--- src/rtl/in_unit_if.sv ---
// in_unit_if: handshake bundle between the IN unit and its environment.
// Ports (signals): receiver byte input with ready, IN issue handshake with
// ROB tag, ROB head tag, flush, result-bus request/grant, result broadcast
// (valid/tag/data) and the sticky overrun flag.
interface in_unit_if #(
    parameter int ROB_WIDTH = 4
);
    logic                 receiver_valid;
    logic [7:0]           receiver_data;
    logic                 receiver_ready;
    logic                 issue_valid;
    logic                 issue_ready;
    logic [ROB_WIDTH-1:0] issue_tag;
    logic [ROB_WIDTH-1:0] rob_head_tag;
    logic                 flush;
    logic                 cdb_req;
    logic                 cdb_grant;
    logic                 cdb_valid;
    logic [ROB_WIDTH-1:0] cdb_tag;
    logic [31:0]          cdb_data;
    logic                 overrun;

    modport master (
        output receiver_valid, receiver_data, issue_valid, issue_tag,
               rob_head_tag, flush, cdb_grant,
        input  receiver_ready, issue_ready, cdb_req, cdb_valid, cdb_tag,
               cdb_data, overrun
    );

    modport slave (
        input  receiver_valid, receiver_data, issue_valid, issue_tag,
               rob_head_tag, flush, cdb_grant,
        output receiver_ready, issue_ready, cdb_req, cdb_valid, cdb_tag,
               cdb_data, overrun
    );
endinterface

--- src/rtl/in_unit.sv ---
// in_unit: buffers received bytes and hands one to each IN instruction once it reaches the ROB head.
// Ports: clk_i clock, reset_i synchronous active-low reset, bus (slave side of
// in_unit_if) carrying receiver, issue, flush, result-bus and overrun signals.
module in_unit #(
    parameter int N_ENTRY    = 4,
    parameter int FIFO_DEPTH = 16,
    parameter int ROB_WIDTH  = 4
) (
    input logic        clk_i,
    input logic        reset_i,
    in_unit_if.slave   bus
);
    localparam int FW = $clog2(FIFO_DEPTH);
    localparam int CW = $clog2(FIFO_DEPTH + 1);
    localparam int PW = N_ENTRY > 1 ? $clog2(N_ENTRY) : 1;
    localparam int QW = $clog2(N_ENTRY + 1);

    logic [7:0]           mem_q [FIFO_DEPTH];
    logic [ROB_WIDTH-1:0] tag_q [N_ENTRY];
    logic [FW-1:0]        wr_q, wr_d, rd_q, rd_d;
    logic [CW-1:0]        cnt_q, cnt_d;
    logic [PW-1:0]        head_q, head_d, tail_q, tail_d;
    logic [QW-1:0]        pcnt_q, pcnt_d;
    logic                 overrun_q, overrun_d;
    logic                 valid_q;
    logic [ROB_WIDTH-1:0] out_tag_q;
    logic [7:0]           out_byte_q;
    logic                 push, fire, issue;

    // Pending queue depth need not be a power of two, so wrap explicitly.
    function automatic logic [PW-1:0] nxt(input logic [PW-1:0] p);
        return p == PW'(N_ENTRY - 1) ? '0 : p + 1'b1;
    endfunction

    assign bus.receiver_ready = cnt_q < CW'(FIFO_DEPTH);
    // Only the IN at the ROB head may consume a byte: reading the receiver is not undoable.
    assign bus.cdb_req        = pcnt_q != '0 && cnt_q != '0 && tag_q[head_q] == bus.rob_head_tag;
    assign fire               = bus.cdb_req && bus.cdb_grant;
    assign bus.issue_ready    = pcnt_q < QW'(N_ENTRY) || fire;
    assign push               = bus.receiver_valid && bus.receiver_ready;
    assign issue              = bus.issue_valid && bus.issue_ready && !bus.flush;
    assign bus.cdb_valid      = valid_q;
    assign bus.cdb_tag        = out_tag_q;
    assign bus.cdb_data       = {24'b0, out_byte_q};
    assign bus.overrun        = overrun_q;

    always_comb begin
        wr_d      = push ? wr_q + 1'b1 : wr_q;
        rd_d      = fire ? rd_q + 1'b1 : rd_q;
        cnt_d     = cnt_q + CW'(push) - CW'(fire);
        overrun_d = overrun_q || (bus.receiver_valid && !bus.receiver_ready);
        // A fire in the flush cycle still completes; the queue simply ends empty.
        head_d    = bus.flush ? '0 : fire ? nxt(head_q) : head_q;
        tail_d    = bus.flush ? '0 : issue ? nxt(tail_q) : tail_q;
        pcnt_d    = bus.flush ? '0 : pcnt_q + QW'(issue) - QW'(fire);
    end

    always_ff @(posedge clk_i) begin
        if (push) mem_q[wr_q] <= bus.receiver_data;
        if (issue) tag_q[tail_q] <= bus.issue_tag;
    end

    always_ff @(posedge clk_i) begin
        if (!reset_i) begin
            wr_q       <= '0;
            rd_q       <= '0;
            cnt_q      <= '0;
            head_q     <= '0;
            tail_q     <= '0;
            pcnt_q     <= '0;
            overrun_q  <= 1'b0;
            valid_q    <= 1'b0;
            out_tag_q  <= '0;
            out_byte_q <= '0;
        end else begin
            wr_q      <= wr_d;
            rd_q      <= rd_d;
            cnt_q     <= cnt_d;
            head_q    <= head_d;
            tail_q    <= tail_d;
            pcnt_q    <= pcnt_d;
            overrun_q <= overrun_d;
            valid_q   <= fire;
            if (fire) begin
                out_tag_q  <= tag_q[head_q];
                out_byte_q <= mem_q[rd_q];
            end
        end
    end
endmodule

--- src/flat_wrapper.sv ---
// flat-port wrapper written by rule: the top's interface ports become plain ports
module in_unit_flat 
#(
    parameter int N_ENTRY    = 4,
    parameter int FIFO_DEPTH = 16,
    parameter int ROB_WIDTH  = 4
)
  (clk_i, reset_i, bus_receiver_valid, bus_receiver_data, bus_issue_valid, bus_issue_tag, bus_rob_head_tag, bus_flush, bus_cdb_grant, bus_receiver_ready, bus_issue_ready, bus_cdb_req, bus_cdb_valid, bus_cdb_tag, bus_cdb_data, bus_overrun);
  in_unit_if #(.ROB_WIDTH(ROB_WIDTH)) bus_i ();
  input logic clk_i;
  input logic reset_i;
  input wire logic [$bits(bus_i.receiver_valid)-1:0] bus_receiver_valid;
  input wire logic [$bits(bus_i.receiver_data)-1:0] bus_receiver_data;
  input wire logic [$bits(bus_i.issue_valid)-1:0] bus_issue_valid;
  input wire logic [$bits(bus_i.issue_tag)-1:0] bus_issue_tag;
  input wire logic [$bits(bus_i.rob_head_tag)-1:0] bus_rob_head_tag;
  input wire logic [$bits(bus_i.flush)-1:0] bus_flush;
  input wire logic [$bits(bus_i.cdb_grant)-1:0] bus_cdb_grant;
  output wire logic [$bits(bus_i.receiver_ready)-1:0] bus_receiver_ready;
  output wire logic [$bits(bus_i.issue_ready)-1:0] bus_issue_ready;
  output wire logic [$bits(bus_i.cdb_req)-1:0] bus_cdb_req;
  output wire logic [$bits(bus_i.cdb_valid)-1:0] bus_cdb_valid;
  output wire logic [$bits(bus_i.cdb_tag)-1:0] bus_cdb_tag;
  output wire logic [$bits(bus_i.cdb_data)-1:0] bus_cdb_data;
  output wire logic [$bits(bus_i.overrun)-1:0] bus_overrun;
  assign bus_i.receiver_valid = bus_receiver_valid;
  assign bus_i.receiver_data = bus_receiver_data;
  assign bus_i.issue_valid = bus_issue_valid;
  assign bus_i.issue_tag = bus_issue_tag;
  assign bus_i.rob_head_tag = bus_rob_head_tag;
  assign bus_i.flush = bus_flush;
  assign bus_i.cdb_grant = bus_cdb_grant;
  assign bus_receiver_ready = bus_i.receiver_ready;
  assign bus_issue_ready = bus_i.issue_ready;
  assign bus_cdb_req = bus_i.cdb_req;
  assign bus_cdb_valid = bus_i.cdb_valid;
  assign bus_cdb_tag = bus_i.cdb_tag;
  assign bus_cdb_data = bus_i.cdb_data;
  assign bus_overrun = bus_i.overrun;
  in_unit #(.N_ENTRY(N_ENTRY), .FIFO_DEPTH(FIFO_DEPTH), .ROB_WIDTH(ROB_WIDTH)) u_core (.clk_i(clk_i), .reset_i(reset_i), .bus(bus_i));
endmodule
--- config.mk ---
export PLATFORM = sky130hd
export DESIGN_NAME = in_unit_flat
export DESIGN_NICKNAME = d
export VERILOG_FILES = /design/src/rtl/in_unit_if.sv /design/src/rtl/in_unit.sv /design/src/flat_wrapper.sv
export SDC_FILE = /design/constraint.sdc
export NUM_CORES = 1
export LEC_CHECK = 0
export CELL_PAD_IN_SITES_DETAIL_PLACEMENT = 1
export CELL_PAD_IN_SITES_GLOBAL_PLACEMENT = 1
export CORE_UTILIZATION = 52
export CTS_CLUSTER_DIAMETER = 50
export CTS_CLUSTER_SIZE = 12
export DETAILED_ROUTE_END_ITERATION = 6
export GPL_ROUTABILITY_DRIVEN = 0
export PLACE_DENSITY = 0.84
export SYNTH_ARGS = -nofsm -noshare
export SYNTH_HDL_FRONTEND = slang
export SYNTH_SLANG_ARGS = --single-unit
--- constraint.sdc ---
create_clock -name clk_i -period 8.4 [get_ports clk_i]
set_input_delay 1.26 -clock clk_i [delete_from_list [all_inputs] [get_ports clk_i]]
set_output_delay 1.26 -clock clk_i [all_outputs]
set_load 0.05 [all_outputs]
==> metrics.txt <==
outcome finished, final reports clean; Storage cell area between 5000 and 6000 µm²; H-tree depth 4; First DRT Iteration DRCs around 250; total global routing overflow 0; Diodes inserted 0; Post-CTS Setup Inserts 0; Synth cell types 39; Finished Core Util approximately three fifths; Worst EP required between 7000 and 8000 ps; vias in the first global route 4462; r2r worst-path depth 14; worst-path cell chain clkdlybuf4s50_1 > xor2_1 > or4_1 > o21ai_0 > clkdlybuf4s50_1; # resized after CTS 0; initial core utilization 53.7%; CTS buffer count 17; post-synthesis mux area share a little under an eighth; crit-path max FO 17; die area 14900 µm²; Synth Area in Simple Gates just over 6%; cell family with the largest share of critical-path delay buffers and inverters; most common cell in the netlist edfxtp_1; Post-Synth Adder-Cell Area 3.53%; largest family of logic cells by synthesized area multiplexers; Post-synth EDFFs 144; fmax roughly 200 MHz; Final WS setup 3330 ps; CTS tree done; Synth top cells by count edfxtp_1 (144), dfxtp_1 (36), mux2i_1 (28), and2_1 (24), buf_4 (24); share of cells above drive strength 1 11.0%; Pins Over Slew Limit 0; Pwr Density around 230 nW/µm²; CP Launch Type primary input; DRC violations left 0; final setup violating endpoints 0; maxcap violations 0; initial antenna violation count 0; reg-to-reg slack, setup roughly 4100 ps; largest cells by area after synthesis edfxtp_1 (58%), dfxtp_1 (9.6%), mux4_2 (6.9%); core box area approximately 14000 µm²; Async S/R FF share, synth 0%; YS warnings 0; Post-Synth XOR/XNOR Area 1.40%; post-synthesis compound-gate area fraction under 10%; Static Leak 0.00288 µW; #FFs+latches synth 180; Peak supply drop about 0.20 mV; multi-input logic area 2220 µm²; Root Buffer clkbuf_16; minimum clock period between 5000 and 6000 ps; Detailed Routing Iterations Pass 1 5; Die H 122 µm; final period utilization 60.4%; wire per inst approximately 23 µm; RSZ-0062 raised after global routing false; DPL Wire Length around 11000 µm; wire length of the first global-routing pass 24600 µm; DR vias/cell 5.83; fillers about 1300; Tot Pwr ~2000 µW; slowest stage delay, CP 850 ps; Syn Area/Cell roughly 16 µm²; clock latency on the worst-skew pair about 430 ps; DRT antenna net count 0; final wirelength between 15000 and 20000 µm; chip width between 100 and 150 µm; hold path depth 2; setup_tns 0 ps; Hold Vio Cnt, Final 0; worst-case clock skew 8.26 ps; clock sink total 180; nets@finish approximately 550; Area growth syn-to-layout 13.7%; crit path from bus_rob_head_tag[0]; top-area cell type share of the netlist area between 50 and 60%; Hold Path Class flip-flop to flip-flop; largest net degree at the start of global routing just under 50; io pins between 60 and 70; most frequent CP cell clkdlybuf4s50_1; Finished Cell Area roughly 8500 µm²; Total GRT Usage about a quarter; Mapped Cells 474; Crit path depth 5; Arr. time, crit path around 3800 ps; synthesized area 7510 µm²; dpl cell area 7960 µm²; vias after detailed routing 4108; WP buf/inv 2; worst-margin pin slew 1190 ps; Clock Tree Buf Depth 2; biggest area consumer among synthesized cells edfxtp_1; Worst-path clk slew about 70 ps; pre-CTS setup slack 3370 ps; hold wc startpoint u_core.bus.cdb_tag[0]$_SDFFE_PN0P_; CP Class primary input to output port; number of port buffers 38; slew margin rel. between 20% and 30%; Primary FF master, synth edfxtp_1; critical path's slowest cell clkdlybuf4s50_1; Crit. End Element output port; sequential area share after synthesis 67.2%; # hold bufs at CTS 0; number of core rows 43
-- where the power goes --
part	switching [µW]	total, µW	internal [µW]
clock network	339	782	442
registers	15.1	1010	990
logic	118	181	63.1
total	472	1970	1500
-- kinds of logic after synthesis --
logic type               Yosys count
AO/OA/AOI/OAI                     59
buffers and inverters             63
XOR/XNOR                          12
multiplexers                      54
AND/OR/NAND/NOR                   85
other                              1
flip-flops                       180
adder cells (fa/ha/maj)           20
-- final cells by class --
cell class | instances | area share (%)
Inverter | 19 | 0.835
Clock inverter | 14 | 1.76
Timing Repair Buffer | 40 | 4.63
Sequential cell | 180 | 59.1
Tap cell | 180 | 2.64
Clock buffer | 18 | 5.03
Multi-Input combinational cell | 254 | 26.0
-- worst paths after layout --
check	to
max	bus_issue_ready
min	u_core.bus.cdb_tag[0]$_SDFFE_PN0P_
max reg2reg	u_core.cnt_q[4]$_SDFF_PN0_
min reg2reg	u_core.bus.cdb_tag[0]$_SDFFE_PN0P_
-- cells in the final DEF, fill, tap and decap left out, types with 5 or more instances in the layout --
cell type and n:
mux2i_1 28, a21oi_1 15, o21ai_0 18, nor2_1 15, xnor2_1 6, mux4_2 23
o211a_1 6, nand2_1 9, nand3_1 10, edfxtp_1 144, clkdlybuf4s50_1 38, clkbuf_16 17
a221oi_1 12, conb_1 24, xor2_1 6, ha_1 18, and2_1 24, a22oi_1 6
dfxtp_1 35, nand4_1 8, inv_6 5, inv_1 17
-- metrics by stage --
step,instances,hold slack [ps]
after floorplan,497,468
after global placement,673,451
after detailed placement,673,484
after CTS,705,493
after global routing,705,529
final,705,493
-- routing by layer --
| metal | global-route usage (%) | wire (µm) | vias up |
|---|---|---|---|
| li1 | - | - | 1851 |
| met1 | 27.0 | 6310 | 2118 |
| met2 | 41.8 | 8720 | 120 |
| met3 | 4.92 | 782 | 19 |
| met4 | 9.38 | 277 | 0 |
| met5 | 0 | 0 | - |
-- sequential cells by signal (all words and copies together), names as in the netlist, named ones only --
| signal | count |
|---|---|
| u_core.mem_q | 128 |
| u_core.tag_q | 16 |
| u_core.out_byte_q | 8 |
| u_core.cnt_q | 5 |
| u_core.bus.cdb_tag | 4 |
| u_core.rd_q | 4 |
| u_core.wr_q | 4 |
| u_core.pcnt_q | 3 |
| u_core.head_q | 2 |
| u_core.tail_q | 2 |
| u_core.bus.cdb_valid | 1 |
| u_core.bus.overrun | 1 |
-- worst register-to-register path, cell delays in order, from the launching register on --
cell and delay, ps:
dfxtp_1 460, mux4_2 590, xor2_1 190, or4_1 820, nor2_1 660, ha_1 350, inv_1 50, ha_1 150
inv_1 50, fa_1 400, inv_1 80, a21oi_1 60, nor2_1 110, or3_1 120, a21oi_1 50
Power figures use the tool's default switching activity.
